<file path="config.mk">
export PLATFORM = sky130hd
export DESIGN_NAME = ttt_sweep_controller_flat
export DESIGN_NICKNAME = d
export VERILOG_FILES = /design/src/rtl/ttt_pkg.sv /design/src/rtl/ttt_sweep_controller_if.sv /design/src/rtl/ttt_event_fifo.sv /design/src/rtl/ttt_sweep_controller.sv /design/src/flat_wrapper.sv
export SDC_FILE = /design/constraint.sdc
export NUM_CORES = 1
export LEC_CHECK = 0
export ABC_AREA = 1
export CAP_MARGIN = 20
export CORE_MARGIN = 2
export CORE_UTILIZATION = 40
export CTS_CLUSTER_DIAMETER = 30
export CTS_CLUSTER_SIZE = 25
export DETAILED_ROUTE_END_ITERATION = 12
export PLACE_DENSITY_LB_ADDON = 0.12
export RECOVER_POWER = 50
export SLEW_MARGIN = 40
export SYNTH_ARGS = -nofsm -noshare
export SYNTH_HDL_FRONTEND = slang
export SYNTH_HIERARCHICAL = 1
export SYNTH_SLANG_ARGS = --single-unit
</file>
<file path="constraint.sdc">
create_clock -name clock_fast -period 2.34 [get_ports clock_fast]
set_clock_uncertainty 0.15 [all_clocks]
set_input_delay 0.468 -clock clock_fast [delete_from_list [all_inputs] [get_ports clock_fast]]
set_output_delay 0.468 -clock clock_fast [all_outputs]
set_load 0.005 [all_outputs]
</file>
<file path="src/rtl/ttt_pkg.sv">
// Shared types for the TTT sweep controller: response encodings, output event record
// and sweep FSM states.
package ttt_pkg;

  // Event ids are carried at a fixed width so the FIFO record does not depend on NUM_PROCESSORS.
  localparam int EV_ID_BITS = 8;

  localparam logic [1:0] TSS_START = 2'b10;
  localparam logic [1:0] TSS_STOP  = 2'b01;

  typedef struct packed {
    logic [EV_ID_BITS-1:0] neuron;
    logic                  start;
  } ttt_event_t;

  typedef enum logic [1:0] {
    IDLE   = 2'd0,
    SWEEP  = 2'd1,
    DRAIN1 = 2'd2,
    DRAIN2 = 2'd3
  } sweep_state_e;

endpackage

</file>
<file path="src/rtl/ttt_sweep_controller_if.sv">
// Token-event input stream and start/stop event output stream of the sweep controller.
interface ttt_sweep_controller_if #(
  parameter int NEW_TOKENS_BITS = 4,
  parameter int ID_BITS         = 4
);
  // Both streams: a beat transfers on a rising edge where valid and ready are both high;
  // the sender holds valid and payload stable until that edge, ready may change freely.
  logic                              ev_valid;
  logic                              ev_ready;
  logic [ID_BITS-1:0]                ev_neuron;
  logic                              ev_bad;
  logic signed [NEW_TOKENS_BITS-1:0] ev_weight;

  logic                              out_valid;
  logic                              out_ready;
  logic [ID_BITS-1:0]                out_neuron;
  logic                              out_start;

  modport master (
    output ev_valid, ev_neuron, ev_bad, ev_weight, out_ready,
    input  ev_ready, out_valid, out_neuron, out_start
  );

  modport slave (
    input  ev_valid, ev_neuron, ev_bad, ev_weight, out_ready,
    output ev_ready, out_valid, out_neuron, out_start
  );
endinterface

</file>
<file path="src/rtl/ttt_event_fifo.sv">
// Synchronous FIFO of start/stop events; a push is taken when full if a pop
// happens on the same edge.
module ttt_event_fifo
  import ttt_pkg::*;
#(
  parameter int DEPTH = 4
) (
  input  logic       clk,
  input  logic       rst_n,
  input  logic       push,
  input  ttt_event_t push_data,
  input  logic       pop,
  output ttt_event_t head,
  output logic       full,
  output logic       empty
);
  localparam int AW = $clog2(DEPTH);

  ttt_event_t     mem [DEPTH];
  logic [AW:0]    wr_ptr;
  logic [AW:0]    rd_ptr;
  logic           wr_en;
  logic           rd_en;

  // Pointers carry one extra wrap bit so full and empty are distinguishable.
  assign empty = (wr_ptr == rd_ptr);
  assign full  = (wr_ptr[AW] != rd_ptr[AW]) && (wr_ptr[AW-1:0] == rd_ptr[AW-1:0]);
  assign rd_en = pop && !empty;
  assign wr_en = push && (!full || rd_en);
  assign head  = mem[rd_ptr[AW-1:0]];

  always_ff @(posedge clk or negedge rst_n) begin
    if (!rst_n) begin
      wr_ptr <= '0;
      rd_ptr <= '0;
    end else begin
      if (wr_en) wr_ptr <= wr_ptr + 1'b1;
      if (rd_en) rd_ptr <= rd_ptr + 1'b1;
    end
  end

  always_ff @(posedge clk) begin
    if (wr_en) mem[wr_ptr[AW-1:0]] <= push_data;
  end

endmodule

</file>
<file path="src/rtl/ttt_sweep_controller.sv">
// Accumulates weighted token events per neuron, sweeps them into the time-multiplexed
// TTT core on each tick, and turns the core's delayed start/stop replies into events.
module ttt_sweep_controller
  import ttt_pkg::*;
#(
  parameter int NEW_TOKENS_BITS = 4,
  parameter int NUM_PROCESSORS  = 10,
  parameter int FIFO_DEPTH      = 4,
  parameter int ID_BITS         = $clog2(NUM_PROCESSORS + 1)
) (
  input  logic                              clock_fast,
  input  logic                              reset_n,
  input  logic                              tick,
  ttt_sweep_controller_if.slave             bus,
  output logic [ID_BITS-1:0]                neuron_id,
  output logic signed [NEW_TOKENS_BITS-1:0] new_good_tokens,
  output logic signed [NEW_TOKENS_BITS-1:0] new_bad_tokens,
  output logic                              clock_slow,
  input  logic [1:0]                        token_startstop,
  output logic [NUM_PROCESSORS-1:0]         token_active,
  output logic                              busy,
  output logic [2:0]                        err_flags,
  output sweep_state_e                      sweep_state
);
  localparam int NB = NEW_TOKENS_BITS;
  localparam logic [ID_BITS-1:0] IDLE_ID = ID_BITS'(NUM_PROCESSORS);
  localparam logic [ID_BITS-1:0] LAST_ID = ID_BITS'(NUM_PROCESSORS - 1);
  localparam logic signed [NB-1:0] TOK_MAX = {1'b0, {(NB-1){1'b1}}};
  localparam logic signed [NB-1:0] TOK_MIN = {1'b1, {(NB-1){1'b0}}};

  function automatic logic signed [NB-1:0] sat_add(input logic signed [NB-1:0] a,
                                                   input logic signed [NB-1:0] b);
    logic signed [NB:0] sum;
    sum = $signed({a[NB-1], a}) + $signed({b[NB-1], b});
    if (sum[NB] != sum[NB-1]) return sum[NB] ? TOK_MIN : TOK_MAX;
    return sum[NB-1:0];
  endfunction

  sweep_state_e         state;
  logic signed [NB-1:0] pending_good [NUM_PROCESSORS];
  logic signed [NB-1:0] pending_bad  [NUM_PROCESSORS];
  logic signed [NB-1:0] acc_good     [NUM_PROCESSORS];
  logic signed [NB-1:0] acc_bad      [NUM_PROCESSORS];
  logic                 ev_fire, ev_bad_id;
  logic                 load_en;
  logic [ID_BITS-1:0]   load_idx;
  logic [ID_BITS-1:0]   sr_id [2];
  logic [1:0]           sr_vld;
  logic                 resp_start, resp_stop, resp_illegal;
  logic                 fifo_push, fifo_pop, fifo_full, fifo_empty;
  ttt_event_t           fifo_in, fifo_head;

  assign bus.ev_ready = reset_n;
  assign ev_fire      = bus.ev_valid && bus.ev_ready && (bus.ev_neuron <  IDLE_ID);
  assign ev_bad_id    = bus.ev_valid && bus.ev_ready && (bus.ev_neuron >= IDLE_ID);
  assign sweep_state  = state;

  always_comb begin
    for (int i = 0; i < NUM_PROCESSORS; i++) begin
      acc_good[i] = pending_good[i];
      acc_bad[i]  = pending_bad[i];
      if (ev_fire && bus.ev_neuron == ID_BITS'(i)) begin
        if (bus.ev_bad) acc_bad[i]  = sat_add(pending_bad[i],  bus.ev_weight);
        else            acc_good[i] = sat_add(pending_good[i], bus.ev_weight);
      end
    end
  end

  // The neuron presented next cycle is read (with this cycle's event folded in) and cleared
  // on this edge, so an event arriving while it is on the bus lands in the next sweep.
  always_comb begin
    load_en  = 1'b0;
    load_idx = '0;
    if (state == IDLE) begin
      load_en = tick;
    end else if (state == SWEEP && neuron_id != LAST_ID) begin
      load_en  = 1'b1;
      load_idx = neuron_id + 1'b1;
    end
  end

  always_ff @(posedge clock_fast or negedge reset_n) begin
    if (!reset_n) begin
      for (int i = 0; i < NUM_PROCESSORS; i++) begin
        pending_good[i] <= '0;
        pending_bad[i]  <= '0;
      end
    end else begin
      for (int i = 0; i < NUM_PROCESSORS; i++) begin
        if (load_en && load_idx == ID_BITS'(i)) begin
          pending_good[i] <= '0;
          pending_bad[i]  <= '0;
        end else begin
          pending_good[i] <= acc_good[i];
          pending_bad[i]  <= acc_bad[i];
        end
      end
    end
  end

  always_ff @(posedge clock_fast or negedge reset_n) begin
    if (!reset_n) begin
      state           <= IDLE;
      neuron_id       <= IDLE_ID;
      new_good_tokens <= '0;
      new_bad_tokens  <= '0;
      clock_slow      <= 1'b0;
      busy            <= 1'b0;
    end else begin
      case (state)
        IDLE: if (tick) begin
          state      <= SWEEP;
          clock_slow <= 1'b1;
          busy       <= 1'b1;
        end
        SWEEP:  if (neuron_id == LAST_ID) state <= DRAIN1;
        DRAIN1: state <= DRAIN2;
        DRAIN2: begin
          state      <= IDLE;
          clock_slow <= 1'b0;
          busy       <= 1'b0;
        end
        default: state <= IDLE;
      endcase
      if (load_en) begin
        neuron_id       <= load_idx;
        new_good_tokens <= acc_good[load_idx];
        new_bad_tokens  <= acc_bad[load_idx];
      end else begin
        neuron_id       <= IDLE_ID;
        new_good_tokens <= '0;
        new_bad_tokens  <= '0;
      end
    end
  end

  // The core answers two cycles after an id is presented; only that cycle is meaningful.
  assign resp_start   = sr_vld[1] && (token_startstop == TSS_START);
  assign resp_stop    = sr_vld[1] && (token_startstop == TSS_STOP);
  assign resp_illegal = sr_vld[1] && (token_startstop == 2'b11);
  assign fifo_push    = resp_start || resp_stop;
  assign fifo_pop     = bus.out_valid && bus.out_ready;
  assign fifo_in.neuron = EV_ID_BITS'(sr_id[1]);
  assign fifo_in.start  = resp_start;

  always_ff @(posedge clock_fast or negedge reset_n) begin
    if (!reset_n) begin
      sr_id[0]     <= '0;
      sr_id[1]     <= '0;
      sr_vld       <= '0;
      token_active <= '0;
      err_flags    <= '0;
    end else begin
      sr_id[0]  <= neuron_id;
      sr_id[1]  <= sr_id[0];
      sr_vld[0] <= (neuron_id < IDLE_ID);
      sr_vld[1] <= sr_vld[0];
      if (fifo_push) token_active[sr_id[1]] <= resp_start;
      if (tick && state != IDLE)                err_flags[0] <= 1'b1;
      if (fifo_push && fifo_full && !fifo_pop)  err_flags[1] <= 1'b1;
      if (ev_bad_id || resp_illegal)            err_flags[2] <= 1'b1;
    end
  end

  ttt_event_fifo #(.DEPTH(FIFO_DEPTH)) u_fifo (
    .clk       (clock_fast),
    .rst_n     (reset_n),
    .push      (fifo_push),
    .push_data (fifo_in),
    .pop       (fifo_pop),
    .head      (fifo_head),
    .full      (fifo_full),
    .empty     (fifo_empty)
  );

  assign bus.out_valid  = !fifo_empty;
  assign bus.out_neuron = fifo_head.neuron[ID_BITS-1:0];
  assign bus.out_start  = fifo_head.start;

endmodule

</file>
<file path="src/flat_wrapper.sv">
// flat-port wrapper written by rule: the top's interface ports become plain ports
module ttt_sweep_controller_flat import ttt_pkg::*;
#(
  parameter int NEW_TOKENS_BITS = 4,
  parameter int NUM_PROCESSORS  = 10,
  parameter int FIFO_DEPTH      = 4,
  parameter int ID_BITS         = $clog2(NUM_PROCESSORS + 1)
)
  (clock_fast, reset_n, tick, neuron_id, new_good_tokens, new_bad_tokens, clock_slow, token_startstop, token_active, busy, err_flags, sweep_state, bus_ev_valid, bus_ev_neuron, bus_ev_bad, bus_ev_weight, bus_out_ready, bus_ev_ready, bus_out_valid, bus_out_neuron, bus_out_start);
  ttt_sweep_controller_if #(.NEW_TOKENS_BITS(NEW_TOKENS_BITS), .ID_BITS(ID_BITS)) bus_i ();
  input  logic clock_fast;
  input  logic reset_n;
  input  logic tick;
  output logic [ID_BITS-1:0] neuron_id;
  output logic signed [NEW_TOKENS_BITS-1:0] new_good_tokens;
  output logic signed [NEW_TOKENS_BITS-1:0] new_bad_tokens;
  output logic clock_slow;
  input  logic [1:0] token_startstop;
  output logic [NUM_PROCESSORS-1:0] token_active;
  output logic busy;
  output logic [2:0] err_flags;
  output sweep_state_e sweep_state;
  input wire logic [$bits(bus_i.ev_valid)-1:0] bus_ev_valid;
  input wire logic [$bits(bus_i.ev_neuron)-1:0] bus_ev_neuron;
  input wire logic [$bits(bus_i.ev_bad)-1:0] bus_ev_bad;
  input wire logic [$bits(bus_i.ev_weight)-1:0] bus_ev_weight;
  input wire logic [$bits(bus_i.out_ready)-1:0] bus_out_ready;
  output wire logic [$bits(bus_i.ev_ready)-1:0] bus_ev_ready;
  output wire logic [$bits(bus_i.out_valid)-1:0] bus_out_valid;
  output wire logic [$bits(bus_i.out_neuron)-1:0] bus_out_neuron;
  output wire logic [$bits(bus_i.out_start)-1:0] bus_out_start;
  assign bus_i.ev_valid = bus_ev_valid;
  assign bus_i.ev_neuron = bus_ev_neuron;
  assign bus_i.ev_bad = bus_ev_bad;
  assign bus_i.ev_weight = bus_ev_weight;
  assign bus_i.out_ready = bus_out_ready;
  assign bus_ev_ready = bus_i.ev_ready;
  assign bus_out_valid = bus_i.out_valid;
  assign bus_out_neuron = bus_i.out_neuron;
  assign bus_out_start = bus_i.out_start;
  ttt_sweep_controller #(.NEW_TOKENS_BITS(NEW_TOKENS_BITS), .NUM_PROCESSORS(NUM_PROCESSORS), .FIFO_DEPTH(FIFO_DEPTH), .ID_BITS(ID_BITS)) u_core (.clock_fast(clock_fast), .reset_n(reset_n), .tick(tick), .bus(bus_i), .neuron_id(neuron_id), .new_good_tokens(new_good_tokens), .new_bad_tokens(new_bad_tokens), .clock_slow(clock_slow), .token_startstop(token_startstop), .token_active(token_active), .busy(busy), .err_flags(err_flags), .sweep_state(sweep_state));
endmodule
</file>
Yosys cells after proc, flatten, opt, wreduce, memory -nomap -nowiden. Memory sizes are Yosys's and may differ from the RTL's. Cells that the tools add are included.

RAM bits: 20. Memories kept: 1. Latch bits: 0. Input port bits: 16. Memory bits (read-only): 0. Output and inout bits: 36. Flip-flop bits (word level): 124.

Eq/ne operators: 51. Shift-type cells: 0. Mux-type cells: 203. Add/sub/neg operators: 23. Multipliers: 0. Bitwise gates (word level): 1. Order comparisons: 6. Divide/modulo/power cells: 0. Reduce and logical (&&, ||, !) cells: 48.

Memory list: u_core.u_fifo.mem (depth 4, bits a word 5, read ports 1, clocked after memory_dff 0, write ports 1, line ttt_event_fifo.sv:19) `ttt_event_t mem [DEPTH];`.

Operator list (number): 4-bit two-way mux (129); 4-bit by 4-bit adder with 5-bit output (20); 1-bit two-way mux (66); 1-bit logical AND (35); 4-bit binary-select mux with 4-bit select (2); 4-bit by 3-bit == test with 1-bit output (second input constant) (8); 1-bit != test (21); 4-bit == test (second input constant) (5); 4-bit by 2-bit == test with 1-bit output (second input constant) (4); 10-bit bitwise mux (1); 2-bit == test (second input constant) (4); 4-bit by 1-bit == test with 1-bit output (second input constant) (2); 4-bit zero test (2); 4-bit less-than comparator (second input constant) (2); 2-bit one-hot mux with 4 select lines (1); 3-bit by 1-bit adder with 3-bit output (second input constant) (2); 5-bit greater-or-equal comparator (second input constant) (1); 4-bit by 5-bit less-than comparator with 1-bit output (second input constant) (1); 4-bit inverter with 5-bit output (1); 4-bit by 1-bit adder with 4-bit output (second input constant) (1); 1-bit demux with 4-bit select (1); 2-bit by 1-bit == test with 1-bit output (second input constant) (2); 4-bit by 1-bit greater-or-equal comparator with 1-bit output (second input constant) (1); 4-bit greater-or-equal comparator (second input constant) (1); other kinds (11) (19).

Logic depth before layout (Yosys ltp).
Depth in word-level cells: 12. Gate-level depth with buffers: 19. Gate-level depth less buffers: 19.

Modules after synthesis. The synthesis kept the hierarchy.

Modules (own cells, without submodules): ttt_sweep_controller (instances 1, area each 9674.3 um^2, sequential area each 2955.3 um^2, cells an instance 1365); ttt_event_fifo (instances 1, area each 1789.2 um^2, sequential area each 1231.2 um^2, cells an instance 146).

Worst setup path after synthesis. No wires, ideal clock.

Kind: in2reg. Start point: input bus_ev_weight[1]. End point: register u_core.new_bad_tokens[2]. Setup time: 0.118 ns. Data arrival time: 2.075 ns. Required time: 2.072 ns. Stages: 18. Slack: -0.003 ns. Cell sequence: inv_1 > fa_1 > inv_1 > nand2_1 > nand2_1 > nand2_1 > nand2_1 > nand2_1 > nand2_1 > nand2_1 > nand2_1 > nand2_1 > nand2_1 > nand2_1 > nand2_1 > nand2_1 > nand2_1 > nor2_1.

Longest elaborated chain between the ends: 12. Elaborated cells on any way between the ends: 104.

RTL lines: start: declaration (line flat_wrapper.sv:26) `input wire logic [$bits(bus_i.ev_weight)-1:0] bus_ev_weight;`; 4-bit by 4-bit adder with 5-bit output (line ttt_sweep_controller.sv:34) `sum = $signed({a[NB-1], a}) + $signed({b[NB-1], b});`; 1-bit != test (line ttt_sweep_controller.sv:35) `if (sum[NB] != sum[NB-1]) return sum[NB] ? TOK_MIN : TOK_MAX;`; 1-bit two-way mux (line ttt_sweep_controller.sv:35); 1-bit two-way mux (line ttt_sweep_controller.sv:63) `if (bus.ev_bad) acc_bad[i] = sat_add(pending_bad[i], bus.ev_weight);`; 1-bit two-way mux (line ttt_sweep_controller.sv:62) `if (ev_fire && bus.ev_neuron == ID_BITS'(i)) begin`; 4-bit two-way mux (line ttt_sweep_controller.sv:36) `return sum[NB-1:0];`; 4-bit two-way mux (line ttt_sweep_controller.sv:63); 4-bit two-way mux (line ttt_sweep_controller.sv:62); 4-bit binary-select mux with 4-bit select * (line ttt_sweep_controller.sv:128) `new_bad_tokens <= acc_bad[load_idx];`; 4-bit two-way mux (not written as such) * (2 in a row) (line ttt_sweep_controller.sv:128); 4-bit two-way mux * (line ttt_sweep_controller.sv:125) `if (load_en) begin`; end signal: assignment (line ttt_sweep_controller.sv:128); end: declaration (line ttt_sweep_controller.sv:17) `output logic signed [NEW_TOKENS_BITS-1:0] new_bad_tokens,`.

Every way passes the cells marked *; elsewhere a longest branch is shown, timed or not. The select of a mux whose other input is x is not followed. A chain may end at the register's enable or synchronous reset.

Final worst setup path.
Start point: register u_core/pending_good[0] in the netlist's numbering. End point: register u_core.new_good_tokens[0].

Longest elaborated chain between the ends: 12. Elaborated cells on any way between the ends: 14.

RTL lines: start: declaration (line ttt_sweep_controller.sv:40) `logic signed [NB-1:0] pending_good [NUM_PROCESSORS];`; start signal: indexed assignment (line ttt_sweep_controller.sv:94) `pending_good[i] <= acc_good[i];`; 4-bit by 4-bit adder with 5-bit output (line ttt_sweep_controller.sv:34); 1-bit != test (line ttt_sweep_controller.sv:35); 1-bit two-way mux (line ttt_sweep_controller.sv:35); 1-bit two-way mux (line ttt_sweep_controller.sv:63); 1-bit two-way mux (line ttt_sweep_controller.sv:62); 4-bit two-way mux (line ttt_sweep_controller.sv:36); 4-bit two-way mux (line ttt_sweep_controller.sv:63); 4-bit two-way mux * (line ttt_sweep_controller.sv:62); 4-bit binary-select mux with 4-bit select * (line ttt_sweep_controller.sv:127) `new_good_tokens <= acc_good[load_idx];`; 4-bit two-way mux (not written as such) * (2 in a row) (line ttt_sweep_controller.sv:127); 4-bit two-way mux * (line ttt_sweep_controller.sv:125); end signal: assignment (line ttt_sweep_controller.sv:127); end: declaration (line ttt_sweep_controller.sv:16) `output logic signed [NEW_TOKENS_BITS-1:0] new_good_tokens,`.

Marked as above.

==> flow_metrics.env <==
export IMPL_dp_slack_ns=-1.005
export IMPL_cell_occurring_most_often_along_the_worst_timing_path="sky130_fd_sc_hd__nand2_1"
export IMPL_drv_cap=1
export IMPL_cp_end_kind="flip-flop"
export IMPL_finalWorstPathRequiredPeriod_ns=2.402
export IMPL_dp_final_hpwl_mm=24.68
export IMPL_first_pass_grt_wire_length_mm=52.50
export IMPL_cp_arrival_ns=2.57
export IMPL_drtAntennaViolNets=0
export IMPL_pin_count_of_the_biggest_net_entering_global_routing=47
export IMPL_gp_congestion=0.8833
export IMPL_final_layout_size_suffix_gt1_share_pct=29.20
export IMPL_timing_hold_violations_final=0
export IMPL_clock_tree_root_cell="sky130_fd_sc_hd__clkbuf_16"
export IMPL_drt_pre_antenna_iters=5
export IMPL_number_of_global_route_vias_before_repair=10450
export IMPL_post_drt_via_cell_ratio=5.036
export IMPL_power_density_of_the_placed_cells_nw_per_um2=1045
export IMPL_synth_warning_count=6
export IMPL_crit_path_start_kind="flip-flop"
export IMPL_drt_iter0_drc=673
export IMPL_worstMarginPinSlew_ns=1.604
export IMPL_combPwrFrac_pct=58.0
export IMPL_tritoncts_num_buffers=17
export IMPL_placed_cell_area_um2=13720
export IMPL_cp_max_fo=4
export IMPL_synth_area_um2=10880
export IMPL_p_sw_mw=7.036
export IMPL_globalRoute_totalOverflow=0
export IMPL_clockBufferDepth=2
export IMPL_timing_final_setup_violations=4
export IMPL_setup_slack_ns=-0.06210
export IMPL_final_period_utilization_pct=102.7
export IMPL_cts_tree="built"
export IMPL_detailroute_via_count=10930
export IMPL_rrSetupSlack_ns=-0.06
export IMPL_die_area_um2=28550
export IMPL_syn_num_nets=1601
export IMPL_unrepaired_setup_endpoints_after_global_routing="true"
export IMPL_setup_worst_path_class="reg2reg"
export IMPL_port_buffer_count=51
export IMPL_leakage_nw=7.738
export IMPL_clkSinkCount=144
export IMPL_total_routed_wirelength_mm=33.15
export IMPL_relative_slew_slack_pct=-6.934
export IMPL_groute_usage_overall_pct=23.51
export IMPL_post_synth_cell_area_avg_um2=7.384
export IMPL_grt_antenna_before_repair=0
export IMPL_sw_frac_of_total_pct=44.04
export IMPL_clkTransAtPathRegs_ns=0.08
export IMPL_drc_violations_left=0
export IMPL_fin_nets=1943
export IMPL_irDropWorstVdd_v=0.0004663
export IMPL_cp_slowest_stage_delay_ns=0.43
export IMPL_timing_critical_path_cells="ha_4 -> fa_2 -> nand2_4 -> nand2_1 -> o21ai_1 -> nand2_1 -> nand2_2 -> nand2_1 -> nand3_2 -> nand2_1 -> nand2_1 -> nand2_2 -> nand2_1 -> nand2_2 -> nand2_2 -> nor2_4"
export IMPL_share_clk_of_total_power_pct=17.6
export IMPL_critPathSlowestCell="sky130_fd_sc_hd__dfrtp_1"
export IMPL_core_area_um2=26800
export IMPL_fin_area_um2=15290
export IMPL_run_status="finished, violations left"
export IMPL_final_hold_worst_slack_ns=0.1929
export IMPL_starting_density_of_the_core_pct=40.61
export IMPL_worst_hold_check_path_type="reg2reg"
export IMPL_flow_area_growth_from_synthesis_pct=40.51
export IMPL_clock_fmax_ghz=0.4163
export IMPL_avgRoutedWirePerCell_um=15.27
export IMPL_violated_checks="max-capacitance violations, max-slew violations, negative setup slack"
export IMPL_rows=60
export IMPL_p_int_mw=8.939
export IMPL_seq_power_share_pct=24.4
export IMPL_ios=52
export IMPL_floorplan_die_height_um=169.0
export IMPL_cts_htree_levels=4
export IMPL_die_x_um=169.0
export IMPL_final_core_utilization_pct=57.06
export IMPL_final_max_slew_violation_count=33
export IMPL_syn_instance_count=1474
export IMPL_clkLatencyLatePin_ns=0.43
export IMPL_worst_ep_required_time_ns=2.51
export IMPL_insertedDiodeCount=0
## per-stage QoR
stage          std cells  total power [mW]  TNS (ns)
2_1_floorplan       1474             8.838         0
5_1_grt             2170             17.30    -1.806
3_3_place_gp        2102             12.07    -48.05
3_5_place_dp        2102             12.16    -49.69
4_1_cts             2152             15.42  -0.01133
6_report            2170             15.98   -0.1376
## layout by cell type, fill, tap and decap left out, types with 16 or more instances in the layout
cell	count
sky130_fd_sc_hd__nand2_1	341
sky130_fd_sc_hd__nand3_1	172
sky130_fd_sc_hd__a21oi_1	91
sky130_fd_sc_hd__o21ai_0	29
sky130_fd_sc_hd__nor2_4	16
sky130_fd_sc_hd__nand3b_1	16
sky130_fd_sc_hd__fa_2	17
sky130_fd_sc_hd__clkbuf_16	17
sky130_fd_sc_hd__edfxtp_1	20
sky130_fd_sc_hd__dfrtp_1	120
sky130_fd_sc_hd__nor2_1	111
sky130_fd_sc_hd__inv_1	181
sky130_fd_sc_hd__buf_4	255
sky130_fd_sc_hd__nand2_2	46
sky130_fd_sc_hd__clkdlybuf4s50_1	36
sky130_fd_sc_hd__nand3_2	30
sky130_fd_sc_hd__ha_1	73
sky130_fd_sc_hd__nor2_2	21
sky130_fd_sc_hd__o21ai_1	18
## worst max-delay path: cells and delay by family (launching register included)
family	cells	cell delay, ns
and+or+nand+nor	13	1.00
AOI/OAI and AO/OA	1	0.09
DFF	1	0.43
adders and majority gates	2	0.61
## power by group through the flow
stage | clock, mW | combinational (mW) | sequential [mW]
global route | 2.99 | 10.3 | 3.98
global placement | 0 | 8.15 | 3.92
finish | 2.81 | 9.27 | 3.89
detailed placement | 0 | 8.23 | 3.93
floorplan | 0 | 5.06 | 3.77
CTS | 2.88 | 8.67 | 3.87
## path summary, 6_finish.rpt
| kind | end | from | cells after the start |
|---|---|---|---|
| max | u_core/new_good_tokens[0]$_DFF_PN0_ | u_core/pending_good[0]$_DFF_PN0_ | 16 |
| min | u_core/fifo_in[4]$_DFF_PN0_ | u_core/sr_id[7]$_DFF_PN0_ | 0 |
| max reg2reg | u_core/new_good_tokens[0]$_DFF_PN0_ | u_core/pending_good[0]$_DFF_PN0_ | 16 |
| min reg2reg | u_core/fifo_in[4]$_DFF_PN0_ | u_core/sr_id[7]$_DFF_PN0_ | 0 |
| max in group asynchronous | u_core/pending_good[31]$_DFF_PN0_ | reset_n | 3 |
| min in group asynchronous | u_core/token_active[3]$_DFFE_PN0P_ | reset_n | 3 |
## flip-flops by register name, indices dropped and copies added, names as in the netlist, 10 cells and up
signal,cells
u_core/pending_good,40
u_core/pending_bad,40
u_core/token_active,10
u_core/u_fifo/mem,20
## per-layer routing
layer	share of wire, %	vias to the layer above	GRT usage, %
li1	-	5519	-
met1	46	5160	31.18
met2	49	216	40.72
met3	4.2	34	3.484
met4	1.6	0	5.135
met5	0	-	0
## repair_timing
item	CTS	global route
resized for setup	92	146
gates cloned	2	0
endpoints found under the hold margin	32	0
hold buffers	1	0
setup endpoints to repair	79	39
pin swaps	15	71
setup buffers	15	19
## area by class of cell
cell class | count | area, um2
Clock inverter | 15 | 193.9
Inverter | 200 | 770.7
Clock buffer | 17 | 425.4
Sequential cell | 144 | 3709
Fill cell | 2479 | 11510
Timing Repair Buffer | 335 | 2848
Tap cell | 341 | 426.7
Multi-Input combinational cell | 1118 | 6920
Power figures use the tool's default switching activity.
==> RTL change (same flow settings) <==
Register the output `err_flags` once more; this adds one clock of latency there. The other outputs are not delayed to match.
--- a/src/rtl/ttt_sweep_controller.sv
+++ b/src/rtl/ttt_sweep_controller.sv
@@ -28,4 +28,6 @@
   localparam logic signed [NB-1:0] TOK_MAX = {1'b0, {(NB-1){1'b1}}};
   localparam logic signed [NB-1:0] TOK_MIN = {1'b1, {(NB-1){1'b0}}};
+
+  logic [2:0] err_flags_s0;
 
   function automatic logic signed [NB-1:0] sat_add(input logic signed [NB-1:0] a,
@@ -150,5 +152,5 @@
       sr_vld       <= '0;
       token_active <= '0;
-      err_flags    <= '0;
+      err_flags_s0 <= '0;
     end else begin
       sr_id[0]  <= neuron_id;
@@ -157,7 +159,7 @@
       sr_vld[1] <= sr_vld[0];
       if (fifo_push) token_active[sr_id[1]] <= resp_start;
-      if (tick && state != IDLE)                err_flags[0] <= 1'b1;
-      if (fifo_push && fifo_full && !fifo_pop)  err_flags[1] <= 1'b1;
-      if (ev_bad_id || resp_illegal)            err_flags[2] <= 1'b1;
+      if (tick && state != IDLE)                err_flags_s0[0] <= 1'b1;
+      if (fifo_push && fifo_full && !fifo_pop)  err_flags_s0[1] <= 1'b1;
+      if (ev_bad_id || resp_illegal)            err_flags_s0[2] <= 1'b1;
     end
   end
@@ -178,4 +180,8 @@
   assign bus.out_start  = fifo_head.start;
 
+  always_ff @(posedge clock_fast) begin
+    err_flags <= err_flags_s0;
+  end
+
 endmodule
 
Behaviour: not the same (a bounded check fails within 4 cycles, from zero or initial values and one cycle with reset_n low).
==> RTL change against the original RTL <==
The run still ends with capacitance limit, slew limit, setup timing left. First-iteration DRC count up 4.6%. Routed wire length up 4.2%. Sequential cell count up 3. Synthesized cell count up 1.0%. Sequential power up 2%. Die area up 0.94%. Fmax up 1.8%. Area after synthesis up 0.97%. Setup slack better by 43 ps. Final area up 1.8%. Total power up 5.1%. Non-clock buffer count down 43. Largest power group unchanged. Highest routed layer unchanged.
==> RTL change: results (changes against the original RTL) <==
- Number of port buffers: 51 (unchanged)
- Worst r2r dst: u_core/new_bad_tokens[0]$_DFF_PN0_
- Global-route wire length before repair: 53300 um (+1.6%)
- CP max FO: 4 (unchanged)
- Reg2Reg Depth: 17 (+1)
- DRC: 0 (unchanged)
- Fraction of final layout cells sized beyond drive strength 1: 0.323 (+0.0314)
- DP Area: 13500 um2 (-1.5%)
- Final-layout fill cell count: 2453 (-1.0%)
- Worst Setup SP: bus_ev_neuron[0]
- Total negative setup slack: -19.1 ps (+118 ps)
- CTS H-tree depth: 4 (unchanged)
- Transition time at the pin with the least slew margin: 1730 ps (+129 ps)
- Total GRT Usage: 0.238 (+0.00329)
- Count of final setup violators: 1 (-3)
- Critical path arrival: 2520 ps (-50 ps)
- Number of antenna violations at the first check in global routing: 0 (unchanged)
- Area overhead of the layout relative to synthesis: 41.6%
- Clock root buffer: sky130_fd_sc_hd__clkbuf_16
- Result of the run: complete, but fails checks
- Starting DRC count in detailed routing: 704 (+4.6%)
- Pin count of the biggest net entering global routing: 125 (+170%)
- Slowest cell on crit path: sky130_fd_sc_hd__clkdlybuf4s50_1
- Number of global-route vias before repair: 10600 (+1.2%)
- Category of cells accounting for the largest share of critical-path delay: buffers and inverters
- R2R Setup Slk: 10 ps (+70 ps)
- Inserted Clock Buffers: 17 (unchanged)
- Detailed placer's ending HPWL: 23900 um (-3.0%)
- Number of nets in the layout: 1914 (-1.5%)
- Final weighted congestion in routability-driven placement: 0.885 (+0.16%)
- Class of the tightest hold or removal check: flop to flop
- Worst-path clk slew: 60 ps (-20 ps)
- Worst-Skew Late Latency: 430 ps (about the same)
- Origin of the critical flop-to-flop path: u_core/pending_bad[4]$_DFF_PN0_
- Maximum buffer depth of the clock tree: 2 (unchanged)
- Number of max-capacitance violations reported: 1 (unchanged)
- Termination of the worst setup path: u_core/new_bad_tokens[2]$_DFF_PN0_
- Post-Place Setup Slack: -990 ps (+15.8 ps)
- Total wirelength of the detailed-routed design: 34500 um (+4.2%)
- Final max-slew violation count: 125 (+280%)
- Worst vdd rail ir drop: 0.454 mV (-2.6%)
- Antenna diode count: 0 (unchanged)
- Lkg Pwr: 7.66 nW (-1.0%)
- Crit path largest cell delay: 610 ps (+180 ps)
- Count of yosys warnings during synthesis: 6 (unchanged)
- Failing checks: capacitance limit, slew limit, setup timing
- Post-layout worst setup margin: -19.1 ps (+43.0 ps)
- Detail-routed via count per cell: 5.13 (+1.8%)
- TritonRoute pass-1 iters: 6 (+1)
- Post-synth net total: 1616 (+0.94%)
[RTL change: layout make-up]
class,instances,share of cell area
Tap cell,341,0.0274
Inverter,203,0.0495
Clock buffer,19,0.0305
Sequential cell,147,0.242
Clock inverter,13,0.00820
Timing Repair Buffer,292,0.165
Multi-Input combinational cell,1126,0.478
[RTL change: through the flow]
stage | instances | total power [mW] | hold WS, ps
global placement | 2070 | 12.5 | 183
finish | 2141 | 16.8 | 198
global route | 2141 | 18.2 | 206
CTS | 2126 | 15.9 | 155
floorplan | 1489 | 9.13 | 22.4
detailed placement | 2070 | 12.6 | 185
[RTL change: worst min path at each step]
stage                               start                                 end  slack [ps]  cells past startpoint
2_1_floorplan                     reset_n             u_core/busy$_DFFE_PN0P_          20                      0
3_3_place_gp    u_core/sr_id[4]$_DFF_PN0_         u_core/fifo_in[1]$_DFF_PN0_         180                      0
3_5_place_dp    u_core/sr_id[6]$_DFF_PN0_         u_core/fifo_in[3]$_DFF_PN0_         180                      0
4_1_cts                           reset_n  u_core/err_flags_s0[1]$_DFFE_PN0P_         150                      3
5_1_grt         u_core/sr_id[5]$_DFF_PN0_         u_core/fifo_in[2]$_DFF_PN0_         210                      0
6_report       u_core/sr_vld[0]$_DFF_PN0_          u_core/sr_vld[1]$_DFF_PN0_         200                      0
[RTL change: where the power goes]
part | switching [mW] | leakage [nW] | internal, mW
clock | 1.28 | 0.296 | 1.54
combinational | 5.55 | 5.54 | 4.44
sequential | 0.609 | 1.82 | 3.37
[RTL change: timing repair]
action                     4_1_cts  5_1_grt
setup buffers                   21       14
setup endpoints to repair       61       13
pin swaps                       22       66
resized for setup               91      212
gates cloned                     3        1
[RTL change: routing by layer]
layer / global-route usage / wire length [um] / vias to the layer above
li1: - / - / 5484
met4: 0.0713 / 1060 / 0
met3: 0.0420 / 1560 / 62
met1: 0.302 / 15100 / 5180
met2: 0.416 / 16800 / 256
met5: 0 / 0 / -
